--- src/rtl/dmem_port_arbiter_if.sv ---
// rtl/dmem_port_arbiter_if.sv - request/response and memory-side bus of the data-memory port arbiter
interface dmem_port_arbiter_if #(
   parameter int ADDR_W = 64,
   parameter int DATA_W = 64
);
   logic [1:0]          req_valid;
   logic [1:0]          req_ready;
   logic [1:0]          req_we;
   logic [3:0]          req_size;
   logic [1:0]          req_signed;
   logic [2*ADDR_W-1:0] req_addr;
   logic [2*DATA_W-1:0] req_wdata;
   logic [1:0]          rsp_valid;
   logic                rsp_err;
   logic [DATA_W-1:0]   rsp_rdata;
   logic                mem_write_en;
   logic                mem_read_en;
   logic [ADDR_W-1:0]   mem_addr;
   logic [DATA_W-1:0]   mem_data_input;
   logic [1:0]          store_format;
   logic [2:0]          load_format;
   logic [DATA_W-1:0]   mem_data_output;

   modport slave (
      input  req_valid, req_we, req_size, req_signed, req_addr, req_wdata, mem_data_output,
      output req_ready, rsp_valid, rsp_err, rsp_rdata,
      output mem_write_en, mem_read_en, mem_addr, mem_data_input, store_format, load_format
   );

   modport master (
      output req_valid, req_we, req_size, req_signed, req_addr, req_wdata, mem_data_output,
      input  req_ready, rsp_valid, rsp_err, rsp_rdata,
      input  mem_write_en, mem_read_en, mem_addr, mem_data_input, store_format, load_format
   );
endinterface

--- src/rtl/dmem_port_arbiter.sv ---
// rtl/dmem_port_arbiter.sv - round-robin two-port arbiter and sequencer for the 4096 x 8 data memory
// Define DMEM_ARB_ALIGN_CHECK_EN to reject misaligned accesses with rsp_err.
module dmem_port_arbiter #(
   parameter int ADDR_W    = 64,
   parameter int DATA_W    = 64,
   parameter int MEM_BYTES = 4096
) (
   input logic                clk,
   input logic                reset,
   dmem_port_arbiter_if.slave bus
);
   typedef enum logic [1:0] {IDLE = 2'd0, ACCESS = 2'd1, RESP = 2'd2} state_t;

   state_t            state, state_nxt;
   logic              rr_ptr, grant, grant_sel, accept;
   logic              l_we, l_signed, l_err;
   logic [1:0]        l_size;
   logic              sel_we, sel_signed, sel_err, out_of_range, misaligned;
   logic [1:0]        sel_size;
   logic [3:0]        sel_bytes;
   logic [ADDR_W-1:0] sel_addr;
   logic [DATA_W-1:0] sel_wdata;
   logic [ADDR_W:0]   end_addr;

   function automatic logic [2:0] load_code(input logic [1:0] sz);
      logic [2:0] c;
      case (sz)
         2'b00:   c = 3'b000;
         2'b01:   c = 3'b001;
         2'b10:   c = 3'b010;
         default: c = 3'b101;
      endcase
      return c;
   endfunction

   function automatic logic [DATA_W-1:0] extend(input logic [DATA_W-1:0] d, input logic [1:0] sz,
                                                input logic sg);
      logic [DATA_W-1:0] r;
      case (sz)
         2'b00:   r = {{(DATA_W-8){sg & d[7]}}, d[7:0]};
         2'b01:   r = {{(DATA_W-16){sg & d[15]}}, d[15:0]};
         2'b10:   r = {{(DATA_W-32){sg & d[31]}}, d[31:0]};
         default: r = d;
      endcase
      return r;
   endfunction

   always_ff @(posedge clk or posedge reset) begin
      if (reset) state <= IDLE;
      else       state <= state_nxt;
   end

   always_comb begin
      state_nxt = state;
      case (state)
         IDLE:    if (|bus.req_valid) state_nxt = ACCESS;
         ACCESS:  state_nxt = RESP;
         RESP:    state_nxt = IDLE;
         default: state_nxt = IDLE;
      endcase
   end

   always_comb begin
      grant_sel     = (bus.req_valid == 2'b11) ? rr_ptr : ~bus.req_valid[0];
      accept        = (state == IDLE) && (|bus.req_valid);
      bus.req_ready = 2'b00;
      if (accept && !reset) bus.req_ready = grant_sel ? 2'b10 : 2'b01;
   end

   // The extra top bit of end_addr catches address wrap as out of range.
   always_comb begin
      sel_we       = grant_sel ? bus.req_we[1]     : bus.req_we[0];
      sel_signed   = grant_sel ? bus.req_signed[1] : bus.req_signed[0];
      sel_size     = grant_sel ? bus.req_size[3:2] : bus.req_size[1:0];
      sel_addr     = grant_sel ? bus.req_addr[2*ADDR_W-1:ADDR_W]  : bus.req_addr[ADDR_W-1:0];
      sel_wdata    = grant_sel ? bus.req_wdata[2*DATA_W-1:DATA_W] : bus.req_wdata[DATA_W-1:0];
      sel_bytes    = 4'd1 << sel_size;
      end_addr     = {1'b0, sel_addr} + (ADDR_W+1)'(sel_bytes);
      out_of_range = end_addr > (ADDR_W+1)'(MEM_BYTES);
`ifdef DMEM_ARB_ALIGN_CHECK_EN
      misaligned   = |(sel_addr[2:0] & (sel_bytes[2:0] - 3'd1));
`else
      misaligned   = 1'b0;
`endif
      sel_err      = out_of_range | misaligned;
   end

   always_ff @(posedge clk or posedge reset) begin
      if (reset) begin
         rr_ptr             <= 1'b0;
         grant              <= 1'b0;
         l_we               <= 1'b0;
         l_signed           <= 1'b0;
         l_err              <= 1'b0;
         l_size             <= 2'b00;
         bus.mem_write_en   <= 1'b0;
         bus.mem_read_en    <= 1'b0;
         bus.mem_addr       <= '0;
         bus.mem_data_input <= '0;
         bus.store_format   <= 2'b00;
         bus.load_format    <= 3'b000;
         bus.rsp_valid      <= 2'b00;
         bus.rsp_err        <= 1'b0;
         bus.rsp_rdata      <= '0;
      end else begin
         case (state)
            IDLE: if (accept) begin
               grant            <= grant_sel;
               rr_ptr           <= ~grant_sel;
               l_we             <= sel_we;
               l_signed         <= sel_signed;
               l_size           <= sel_size;
               l_err            <= sel_err;
               bus.mem_write_en <= !sel_err && sel_we;
               bus.mem_read_en  <= !sel_err && !sel_we;
               if (!sel_err) begin
                  bus.mem_addr       <= sel_addr;
                  bus.mem_data_input <= sel_wdata;
                  bus.store_format   <= sel_size;
                  bus.load_format    <= load_code(sel_size);
               end
            end
            ACCESS: begin
               bus.mem_write_en <= 1'b0;
               bus.mem_read_en  <= 1'b0;
               bus.rsp_valid    <= grant ? 2'b10 : 2'b01;
               bus.rsp_err      <= l_err;
               bus.rsp_rdata    <= (l_we || l_err) ? '0 : extend(bus.mem_data_output, l_size, l_signed);
            end
            default: begin
               bus.rsp_valid <= 2'b00;
               bus.rsp_err   <= 1'b0;
               bus.rsp_rdata <= '0;
            end
         endcase
      end
   end
endmodule
--- src/flat_wrapper.sv ---
// flat-port wrapper written by rule: the top's interface ports become plain ports
module dmem_port_arbiter_flat 
#(
   parameter int ADDR_W    = 64,
   parameter int DATA_W    = 64,
   parameter int MEM_BYTES = 4096
)
  (clk, reset, bus_req_valid, bus_req_we, bus_req_size, bus_req_signed, bus_req_addr, bus_req_wdata, bus_mem_data_output, bus_req_ready, bus_rsp_valid, bus_rsp_err, bus_rsp_rdata, bus_mem_write_en, bus_mem_read_en, bus_mem_addr, bus_mem_data_input, bus_store_format, bus_load_format);
  dmem_port_arbiter_if #(.ADDR_W(ADDR_W), .DATA_W(DATA_W)) bus_i ();
  input logic clk;
  input logic reset;
  input wire logic [$bits(bus_i.req_valid)-1:0] bus_req_valid;
  input wire logic [$bits(bus_i.req_we)-1:0] bus_req_we;
  input wire logic [$bits(bus_i.req_size)-1:0] bus_req_size;
  input wire logic [$bits(bus_i.req_signed)-1:0] bus_req_signed;
  input wire logic [$bits(bus_i.req_addr)-1:0] bus_req_addr;
  input wire logic [$bits(bus_i.req_wdata)-1:0] bus_req_wdata;
  input wire logic [$bits(bus_i.mem_data_output)-1:0] bus_mem_data_output;
  output wire logic [$bits(bus_i.req_ready)-1:0] bus_req_ready;
  output wire logic [$bits(bus_i.rsp_valid)-1:0] bus_rsp_valid;
  output wire logic [$bits(bus_i.rsp_err)-1:0] bus_rsp_err;
  output wire logic [$bits(bus_i.rsp_rdata)-1:0] bus_rsp_rdata;
  output wire logic [$bits(bus_i.mem_write_en)-1:0] bus_mem_write_en;
  output wire logic [$bits(bus_i.mem_read_en)-1:0] bus_mem_read_en;
  output wire logic [$bits(bus_i.mem_addr)-1:0] bus_mem_addr;
  output wire logic [$bits(bus_i.mem_data_input)-1:0] bus_mem_data_input;
  output wire logic [$bits(bus_i.store_format)-1:0] bus_store_format;
  output wire logic [$bits(bus_i.load_format)-1:0] bus_load_format;
  assign bus_i.req_valid = bus_req_valid;
  assign bus_i.req_we = bus_req_we;
  assign bus_i.req_size = bus_req_size;
  assign bus_i.req_signed = bus_req_signed;
  assign bus_i.req_addr = bus_req_addr;
  assign bus_i.req_wdata = bus_req_wdata;
  assign bus_i.mem_data_output = bus_mem_data_output;
  assign bus_req_ready = bus_i.req_ready;
  assign bus_rsp_valid = bus_i.rsp_valid;
  assign bus_rsp_err = bus_i.rsp_err;
  assign bus_rsp_rdata = bus_i.rsp_rdata;
  assign bus_mem_write_en = bus_i.mem_write_en;
  assign bus_mem_read_en = bus_i.mem_read_en;
  assign bus_mem_addr = bus_i.mem_addr;
  assign bus_mem_data_input = bus_i.mem_data_input;
  assign bus_store_format = bus_i.store_format;
  assign bus_load_format = bus_i.load_format;
  dmem_port_arbiter #(.ADDR_W(ADDR_W), .DATA_W(DATA_W), .MEM_BYTES(MEM_BYTES)) u_core (.clk(clk), .reset(reset), .bus(bus_i));
endmodule
--- config.mk ---
export PLATFORM = sky130hd
export DESIGN_NAME = dmem_port_arbiter_flat
export DESIGN_NICKNAME = d
export VERILOG_FILES = /design/src/rtl/dmem_port_arbiter_if.sv /design/src/rtl/dmem_port_arbiter.sv /design/src/flat_wrapper.sv
export SDC_FILE = /design/constraint.sdc
export NUM_CORES = 1
export LEC_CHECK = 0
export ABC_AREA = 1
export CORE_AREA = 2 2 210 212
export DETAILED_ROUTE_END_ITERATION = 7
export DIE_AREA = 0 0 212 214
export SLEW_MARGIN = 20
export SYNTH_ARGS = -nofsm -noshare
export SYNTH_HDL_FRONTEND = slang
export SYNTH_SLANG_ARGS = --single-unit
--- constraint.sdc ---
create_clock -name clk -period 7.95 [get_ports clk]
set_input_delay 0.795 -clock clk [delete_from_list [all_inputs] [get_ports clk]]
set_output_delay 0.795 -clock clk [all_outputs]
set_load 0.01 [all_outputs]
==> results of run 1 <==
## layout by cell type, fill, tap and decap left out, types with 2 or more instances in the layout
| master | Yosys | routed |
|---|---|---|
| and2_1 | 2 | 2 |
| nand3_1 | 120 | 120 |
| inv_1 | 122 | 120 |
| or2_2 | 4 | 4 |
| a21oi_1 | 31 | 31 |
| o31ai_1 | 32 | 32 |
| clkbuf_1 | 54 | 3 |
| clkbuf_16 | 0 | 25 |
| nand4_1 | 100 | 100 |
| nor3_1 | 10 | 10 |
| nor2_2 | 5 | 4 |
| nand2_2 | 2 | 2 |
| nand2_1 | 922 | 921 |
| xnor2_1 | 3 | 3 |
| dfrtp_1 | 210 | 210 |
| ha_1 | 4 | 4 |
| buf_4 | 10 | 15 |
| clkdlybuf4s50_1 | 0 | 534 |
| nand3b_1 | 24 | 24 |
| inv_2 | 39 | 40 |
| xor2_1 | 11 | 11 |
| o21ai_0 | 44 | 44 |
| clkbuf_8 | 0 | 5 |
| o21ai_1 | 2 | 2 |
| nor2_4 | 1 | 4 |
| clkinv_2 | 0 | 3 |
| a32o_1 | 7 | 7 |
| nor2_1 | 219 | 217 |
| clkinv_1 | 2 | 2 |
## worst max path at each step
stage | from | to | depth (start not counted)
5_1_grt | bus_req_valid[1] | u_core.bus.mem_data_input[33] | 26
4_1_cts | bus_req_valid[1] | u_core.bus.mem_data_input[32] | 26
6_report | bus_req_valid[1] | u_core.bus.mem_data_input[32] | 26
2_1_floorplan | reset | u_core.bus.load_format[0] | 1
3_5_place_dp | bus_req_valid[1] | u_core.bus.mem_data_input[32] | 26
3_3_place_gp | bus_req_valid[1] | u_core.bus.mem_addr[36] | 26
## worst register-to-register path: stages (launching register included)
cell and delay [ns]:
dfrtp_1 0.38, nand2_2 0.09, nand2_4 0.25, buf_4 0.55, o21ai_0 0.35, inv_1 0.17, nor2_1 0.07, ha_1 0.36
nand3_1 0.12, nand2_1 0.12, nand3_1 0.09, nand2_1 0.12, nand2_1 0.14, nor2_1 0.77, nand2_1 0.37, nand2_1 0.14
nand2_1 0.06, a21oi_1 0.13, nand2_1 0.06, nor2_1 0.13, nand3_1 0.13, nor2_4 0.15, nand3_4 0.47, buf_4 0.55
nand2_1 0.14, nand2_1 0.06
## per-layer routing
| metal | global-route usage, % | vias up | wire, um |
|---|---|---|---|
| met4 | 9.86 | 2 | 2280 |
| met5 | 0 | - | 15 |
| met1 | 30.4 | 6907 | 23700 |
| met3 | 5.69 | 104 | 4490 |
| li1 | - | 7355 | - |
| met2 | 43.9 | 552 | 28900 |
## power by group
part	internal (uW)	switching, uW	leakage, uW
Clock	645	436	0.000374
Combinational	364	735	0.00631
Sequential	1100	34.8	0.00291
## metrics by stage
| step | instances | worst slack [ns] |
|---|---|---|
| detailed placement | 3058 | 0.913 |
| global placement | 3058 | 1.07 |
| global route | 3097 | 1.08 |
| CTS | 3096 | 1.46 |
| finish | 3097 | 1.47 |
| floorplan | 2033 | 1.42 |
## cells by family after synthesis
logic type	count (synthesis)	synth area share [%]
simple gates	1413	44.5
buf+inv	273	8.81
flops	210	39.9
compound gates	118	5.39
xor+xnor	14	0.930
fa+ha+maj	5	0.531
## area by class of cell
class | count | area [um^2]
antenna | 1 | 2.50
clock buffer | 33 | 706
clock inverter | 5 | 52.6
fill | 4390 | 23200
inverter | 163 | 619
multi-input combinational | 1550 | 6810
sequential | 210 | 5260
tap | 585 | 732
timing repair buffer | 550 | 5460
## registers in the layout, indices dropped and copies added, names as in the netlist, 2 cells and up
name	count
u_core.bus.load_format	3
u_core.l_size	2
u_core.bus.rsp_rdata	64
u_core.state	2
u_core.bus.mem_data_input	64
u_core.bus.rsp_valid	2
u_core.bus.mem_addr	64
==> impl_metrics.csv, run 1 <==
group,metric,value,unit
status,status,"completed",
setup_path,start_kind,"input port",
timing,holdWs,0.451,ns
logic_synthesis,syn_area_per_cell,6.49,um^2
power,irDropWorstVdd,0.129,mV
timing,finalSetupTns,0,ns
logic_synthesis,yosys_register_bits,210,
cts,h-tree-depth,1,
cts,postCtsSetupRepairBufs,0,
setup_path,r2r-end,"u_core.bus.mem_data_input[32]",
worst_hold_path,holdCritStartpoint,"u_core.grant",
floorplan,die_area,0.0454,mm^2
setup_path,ff2ff_path_depth,25,
logic_synthesis,post-synth-top-area-cell,"dfrtp_1",
power,p_total,3310,uW
logic_synthesis,async_flop_share,100,%
cells_and_area,nets,2836,
routing,wl_per_cell,19.2,um
setup_path,crit_family,"simple AND/OR/NAND/NOR gates",
routing,via_per_inst,4.82,
placement,port_buffers,535,
grt,grt_pass1_wl,88100,um
logic_synthesis,netlist_area,0.0132,mm^2
placement,dp.final_hpwl,46300,um
setup_path,cpMostUsedCell,"nand2_1",
power,power.leakage,0.00960,uW
cts,cts_root_buffer,"clkbuf_16",
timing,slew_viol_final,0,
grt,grt_util_all_layers,25.4,%
timing,rsz0062_at_grt,"false",
setup_path,cp_max_fo,54,
floorplan,ios,536,
setup_path,crit_required,8.35,ns
timing,tightestPinTransition,1.03,ns
setup_path,worst-endpoint-arrival,6.88,ns
logic_synthesis,synth_ff_type,"dfrtp_1",
grt,grt_max_degree,139,
worst_hold_path,whs_endpoint,"u_core.bus.rsp_valid[0]",
logic_synthesis,yosys.area.top_type_share,39.9,%
timing,clock_skew,0.00617,ns
cts,clockBufferDepth,3,
logic_synthesis,netlist_instances,2033,
cts,clk_pin_slew,0.06,ns
grt,antenna_found_initial,2,
timing,hold_viol_final,0,
cells_and_area,syn_to_final_growth,49.0,%
cts,cts_tree,"done",
routing,drtAntennaViolNets,0,
cts,clk_latency,0.52,ns
setup_path,slowest_delay,0.76,ns
logic_synthesis,synth_most_common_cell,"nand2_1",
routing,drt_iter0_drc,1263,
power,p_per_area,169,mW/mm^2
setup_path,endpoint_kind,"flip-flop",
worst_hold_path,hold_class,"reg -> reg",
job,maxCapViolations,0,
logic_synthesis,synth_commonest_cells,"nand2_1, nor2_1, dfrtp_1",
timing,fin_crit,6.48,ns
logic_synthesis,synth.yosys.seq_area_share,39.9,%
floorplan,fp.dieH,214,um
cells_and_area,design_area,0.0196,mm^2
timing,slew_headroom,31.4,%
worst_hold_path,whs_path_depth,1,
floorplan,fp.dieW,212,um
placement,place_congestion,0.946,
cells_and_area,postLayoutCoreUtil,45.8,%
routing,vias,14920,
timing,maxClockFrequency,154,MHz
floorplan,rows,76,
logic_synthesis,ys_warn_count,0,
setup_path,reg2reg_from,"u_core.rr_ptr",
timing,fin_crit_sh,81.5,%
grt,first_global_vias,14612,
cts,numClockSinks,210,
grt,grt_overflow,0,
setup_path,worst-r2r-setup-slack,1.88,ns
floorplan,core,0.0429,mm^2
logic_synthesis,syn_nets,2370,
timing,setup_viol,0,
placement,placed_area,0.0189,mm^2
routing,drcViolationCount,0,
floorplan,initial_core_util,30.7,%
cells_and_area,layout-drive-gt1-share,4.38,%
logic_synthesis,synth_cell_types,35,
cts,post_cts_resized,0,
cts,cts_buffers,24,
setup_path,crit_type,"in -> reg",
logic_synthesis,synth_area_leaders,"dfrtp_1, nand2_1, nor2_1",
cts,ctsHoldBuffers,0,
logic_synthesis,synth_edf_count,0,
routing,first_pass_iters,5,
setup_path,slowest_stage,"nor2_1",
routing,routed_wl,59400,um
setup_path,crit_buf_inv,4,
Note: power is estimated with default switching activity, not from simulation.
==> run 2, diff against run 1 <==
--- a/config.mk
+++ b/config.mk
@@ -6,9 +6,9 @@
 export NUM_CORES = 1
 export LEC_CHECK = 0
 export ABC_AREA = 1
-export CORE_AREA = 2 2 210 212
+export CORE_AREA = 2 2 208 210
 export DETAILED_ROUTE_END_ITERATION = 7
-export DIE_AREA = 0 0 212 214
+export DIE_AREA = 0 0 210 212
 export SLEW_MARGIN = 20
 export SYNTH_ARGS = -nofsm -noshare
 export SYNTH_HDL_FRONTEND = slang
==> constraint.sdc (replaced) <==
create_clock -name clk -period 5.9 [get_ports clk]
set_input_delay 0.59 -clock clk [delete_from_list [all_inputs] [get_ports clk]]
set_output_delay 0.59 -clock clk [all_outputs]
set_load 0.01 [all_outputs]
==> run 2 against run 1 <==
First-iteration DRC count is 9.2% lower. Utilization is 0.65 points higher. Final cell count is 0.77% lower. Die area is 1.9% lower. Critical path type unchanged. Largest cell class unchanged.
==> impl_metrics.csv, run 2 (synthesis results as in run 1) <==
group,metric,value,unit
status,status,"completed",
cts,postCtsSetupRepairBufs,0,
timing,hold_viol_final,0,
timing,setup_viol,0,
timing,tightestPinTransition,0.981,ns
cts,numClockSinks,210,
cells_and_area,design_area,0.0197,mm^2
placement,dp_slack,0.292,ns
grt,antenna_found_initial,7,
cts,clockBufferDepth,3,
setup_path,ff2ff_path_depth,20,
cells_and_area,n_fill_cell,4319,
power,p_total,4480,uW
cells_and_area,mostFrequentLayoutCells,"nand2_1, clkdlybuf4s50_1, nor2_1",
grt,grt_max_degree,117,
cells_and_area,syn_to_final_growth,49.7,%
timing,rsz0062_at_grt,"false",
placement,place_congestion,0.953,
cts,clk_latency,0.53,ns
cells_and_area,seq_area,0.00526,mm^2
cells_and_area,postLayoutCoreUtil,46.4,%
setup_path,reg2reg_from,"u_core.rr_ptr",
setup_path,crit_type,"in -> reg",
routing,drtAntennaViolNets,0,
worst_hold_path,holdCritStartpoint,"u_core.grant",
power,p_per_area,227,mW/mm^2
cts,cts_tree,"done",
placement,dp.final_hpwl,46200,um
grt,grt_overflow,0,
setup_path,cp_max_fo,49,
power,irDropWorstVdd,0.183,mV
worst_hold_path,whs_path_depth,1,
floorplan,ios,536,
worst_hold_path,hold_class,"reg -> reg",
grt,grt_pass1_wl,86600,um
routing,routed_wl,58500,um
worst_hold_path,whs_endpoint,"u_core.bus.rsp_valid[0]",
cts,cts_buffers,24,
routing,drcViolationCount,0,
power,power.leakage,0.00966,uW
setup_path,crit_required,6.36,ns
cts,clk_pin_slew,0.06,ns
cells_and_area,layout-drive-gt1-share,4.91,%
cells_and_area,top_regs,"u_core.bus.mem_addr (64), u_core.bus.mem_data_input (64), u_core.bus.rsp_rdata (64)",
timing,fin_crit_sh,85.7,%
setup_path,r2r-end,"u_core.bus.mem_data_input[44]",
setup_path,start_kind,"input port",
timing,finalSetupTns,0,ns
cts,cts_root_buffer,"clkbuf_16",
floorplan,initial_core_util,31.0,%
cts,ctsHoldBuffers,0,
floorplan,rows,76,
setup_path,endpoint_kind,"flip-flop",
floorplan,fp.dieW,210,um
timing,slew_headroom,33.9,%
grt,first_global_vias,14516,
cts,h-tree-depth,1,
routing,vias,14994,
job,maxCapViolations,0,
grt,grt_util_all_layers,25.3,%
timing,fin_crit,5.05,ns
routing,first_pass_iters,5,
cts,post_cts_resized,0,
cells_and_area,multiInputGateArea,0.00681,mm^2
placement,port_buffers,535,
routing,drt_iter0_drc,1147,
setup_path,worst-r2r-setup-slack,1.03,ns
timing,slew_viol_final,0,
floorplan,core,0.0425,mm^2
routing,wl_per_cell,19.0,um
timing,setup_ws,0.846,ns
routing,via_per_inst,4.88,
cells_and_area,nets,2845,
floorplan,fp.dieH,212,um
placement,placed_area,0.0190,mm^2
timing,maxClockFrequency,198,MHz
setup_path,worst-endpoint-arrival,5.52,ns
floorplan,die_area,0.0445,mm^2
timing,clock_skew,0.0258,ns
cells_and_area,layout.cells.most_common,"nand2_1",
## run 2: per-layer routing
metal  track usage, %  up-vias  wire length (um)
li1                 -     7381                 -
met1             30.5     6958             23600
met2             44.2      530             28300
met3             5.20      117              4170
met4             10.5        8              2360
met5                0        -                53
## run 2: worst max path at each step
stage / from / to / slack (ns) / depth (start not counted)
2_1_floorplan: bus_req_valid[0] / u_core.bus.mem_data_input[10] / 1.34 / 30
3_3_place_gp: bus_req_valid[1] / u_core.bus.store_format[1] / 0.30 / 24
3_5_place_dp: bus_req_valid[1] / u_core.bus.mem_data_input[21] / 0.29 / 24
4_1_cts: bus_req_valid[1] / u_core.bus.mem_addr[4] / 0.83 / 25
5_1_grt: bus_req_valid[1] / u_core.bus.mem_data_input[42] / 0.31 / 25
6_report: bus_req_valid[1] / u_core.bus.mem_data_input[44] / 0.85 / 21
## run 2: layout make-up
type	count	share of cell area (%)
antenna	3	0.0380
clock buffer	30	3.37
clock inverter	12	0.551
inverter	163	3.12
multi-input combinational	1550	34.5
sequential	210	26.6
tap	546	3.46
timing repair buffer	559	28.3
## run 2: worst max-delay path, stage by stage
cell	delay [ns]
clkdlybuf4s50_1	0.45
nand2_2	0.12
nand2_4	0.13
o21ai_0	0.59
inv_1	0.18
nor2_1	0.18
ha_1	0.23
nand3_1	0.12
nand2_1	0.12
nand2_1	0.06
nand2_1	0.06
nand2_1	0.16
nor2_1	0.30
nand2_1	0.21
nor2_1	0.38
nand4_1	0.17
xor2_1	0.20
nor3_4	0.37
buf_4	0.55
nand4_1	0.17
nand2_1	0.11
## run 2: stage by stage
step | cells | hold WS (ns)
2_1_floorplan | 2033 | 0.436
3_3_place_gp | 3028 | 0.442
3_5_place_dp | 3028 | 0.456
4_1_cts | 3070 | 0.465
5_1_grt | 3073 | 0.476
6_report | 3073 | 0.463
## run 2: report_power, final
part	switching (uW)	internal, uW
clock	618	847
sequential	46.6	1480
combinational	991	498
==> run 3, diff against run 2 <==
--- a/config.mk
+++ b/config.mk
@@ -6,9 +6,11 @@
 export NUM_CORES = 1
 export LEC_CHECK = 0
 export ABC_AREA = 1
+export ABC_CLOCK_PERIOD_IN_PS = 5900
 export CORE_AREA = 2 2 208 210
 export DETAILED_ROUTE_END_ITERATION = 7
 export DIE_AREA = 0 0 210 212
+export PLACE_DENSITY = 0.65
 export SLEW_MARGIN = 20
 export SYNTH_ARGS = -nofsm -noshare
 export SYNTH_HDL_FRONTEND = slang
==> run 3 against run 2 <==
Critical path depth rose by 6. Routed wire length fell by 2.1%. Clock-buffer cell count grew 4. First-iteration DRC count decreased by 6.7%. Clock skew shrank 0.017 ns. Combinational power barely moved. Maximum frequency fell by 1.3%. Largest cell class unchanged.
==> impl_metrics.csv, run 3 (synthesis results as in run 1) <==
group,metric,value,unit
power,power.leakage,0.00965,uW
timing,tightestPinTransition,0.994,ns
routing,via_per_inst,4.91,
power,p_per_area,226,mW/mm^2
cts,cts_tree,"done",
cells_and_area,layout-drive-gt1-share,4.91,%
routing,drtAntennaViolNets,0,
placement,placed_area,0.0189,mm^2
timing,rsz0062_at_grt,"false",
timing,maxClockFrequency,195,MHz
timing,holdWs,0.467,ns
routing,drt_iter0_drc,1070,
floorplan,rows,76,
routing,vias,15106,
floorplan,die_area,0.0445,mm^2
setup_path,cp_max_fo,104,
status,status,"completed",
setup_path,start_kind,"input port",
routing,drcViolationCount,0,
timing,slew_viol_final,0,
setup_path,crit_required,6.30,ns
floorplan,fp.dieH,212,um
cells_and_area,postLayoutCoreUtil,46.3,%
grt,grt_pass1_wl,85100,um
routing,first_pass_iters,7,
timing,clock_skew,0.00844,ns
cts,numClockSinks,210,
routing,wl_per_cell,18.6,um
floorplan,initial_core_util,31.0,%
cts,cts_buffers,23,
cells_and_area,nets,2845,
cells_and_area,layout.cells.most_common,"nand2_1",
placement,place_congestion,0.951,
timing,slew_headroom,33.0,%
timing,fin_crit_sh,86.8,%
power,irDropWorstVdd,0.246,mV
cells_and_area,design_area,0.0197,mm^2
cts,clockBufferDepth,3,
cts,postCtsSetupRepairBufs,0,
timing,fin_crit,5.12,ns
cts,ctsHoldBuffers,0,
cts,clk_pin_slew,0.06,ns
cells_and_area,mostFrequentLayoutCells,"nand2_1, clkdlybuf4s50_1, nor2_1",
setup_path,endpoint_kind,"flip-flop",
routing,routed_wl,57200,um
cts,h-tree-depth,1,
cells_and_area,top_regs,"u_core.bus.mem_addr (64), u_core.bus.mem_data_input (64), u_core.bus.rsp_rdata (64)",
grt,grt_overflow,0,
placement,dp.final_hpwl,45400,um
floorplan,ios,536,
timing,finalSetupTns,0,ns
cts,cts_root_buffer,"clkbuf_16",
cells_and_area,syn_to_final_growth,49.4,%
setup_path,worst-endpoint-arrival,5.52,ns
timing,setup_viol,0,
setup_path,crit_type,"in -> reg",
floorplan,core,0.0425,mm^2
cts,post_cts_resized,0,
grt,grt_util_all_layers,24.7,%
floorplan,fp.dieW,210,um
grt,antenna_found_initial,6,
cts,clk_latency,0.51,ns
timing,hold_viol_final,0,
placement,port_buffers,535,
job,maxCapViolations,0,
worst_hold_path,hold_class,"reg -> reg",
grt,grt_max_degree,105,
grt,first_global_vias,14375,
run 3: where the power goes:
group / internal [uW] / switching, uW
Clock: 861 / 593
Combinational: 494 / 988
Sequential: 1480 / 48.4
Total: 2830 / 1630
run 3: area by class of cell:
type                            count  area, um^2
Antenna cell                        5        12.5
Sequential cell                   210        5260
Tap cell                          546         683
Inverter                          163         616
Clock inverter                      7        68.8
Fill cell                        4298       22800
Timing Repair Buffer              560        5550
Clock buffer                       34         697
Multi-Input combinational cell   1550        6810
run 3: per-layer routing:
layer	global-route usage [%]	wire, um	vias to the layer above
met1	30.1	23100	7028
met3	5.08	4170	101
met4	8.85	1940	2
met5	0	13	-
li1	-	-	7386
met2	43.4	28000	589
run 3: through the flow:
stage,power [uW],setup slack (ns),instances
CTS,4500,0.784,3070
global route,4720,0.222,3073
finish,4460,0.781,3075
global placement,3010,0.367,3029
detailed placement,3030,0.240,3029
floorplan,2420,1.34,2033
run 3: worst paths after layout:
kind                                          from                      end  slack, ns  cells after the start
setup / recovery                  bus_req_valid[1]  u_core.bus.mem_addr[49]       0.78                     27
hold / removal             u_core.bus.mem_addr[14]  u_core.bus.mem_addr[14]       0.47                      2
setup reg to reg                     u_core.rr_ptr  u_core.bus.mem_addr[49]       0.99                     26
hold reg to reg            u_core.bus.mem_addr[14]  u_core.bus.mem_addr[14]       0.47                      2
max in group asynchronous                    reset  u_core.bus.mem_addr[49]       3.91                      3
min in group asynchronous                    reset  u_core.bus.rsp_rdata[6]       0.68                      2
run 3: worst max-delay path: stages:
cell and delay (ns):
clkdlybuf4s50_1 0.49, nand2_2 0.09, nand2_4 0.10, buf_4 0.36, nand2_1 0.08, o21ai_0 0.21, inv_1 0.13, nor2_1 0.18
ha_1 0.23, nand3_1 0.12, nand2_1 0.12, nand3_1 0.09, nand2_1 0.11, nand2_1 0.11, nor2_1 0.62, nand2_1 0.30
nand2_1 0.12, nand2_1 0.05, a21oi_1 0.13, nand2_1 0.06, nor2_1 0.15, nand3_1 0.16, nor2_4 0.19, nand3_4 0.15
buf_12 0.26, nand2_1 0.17, inv_2 0.03
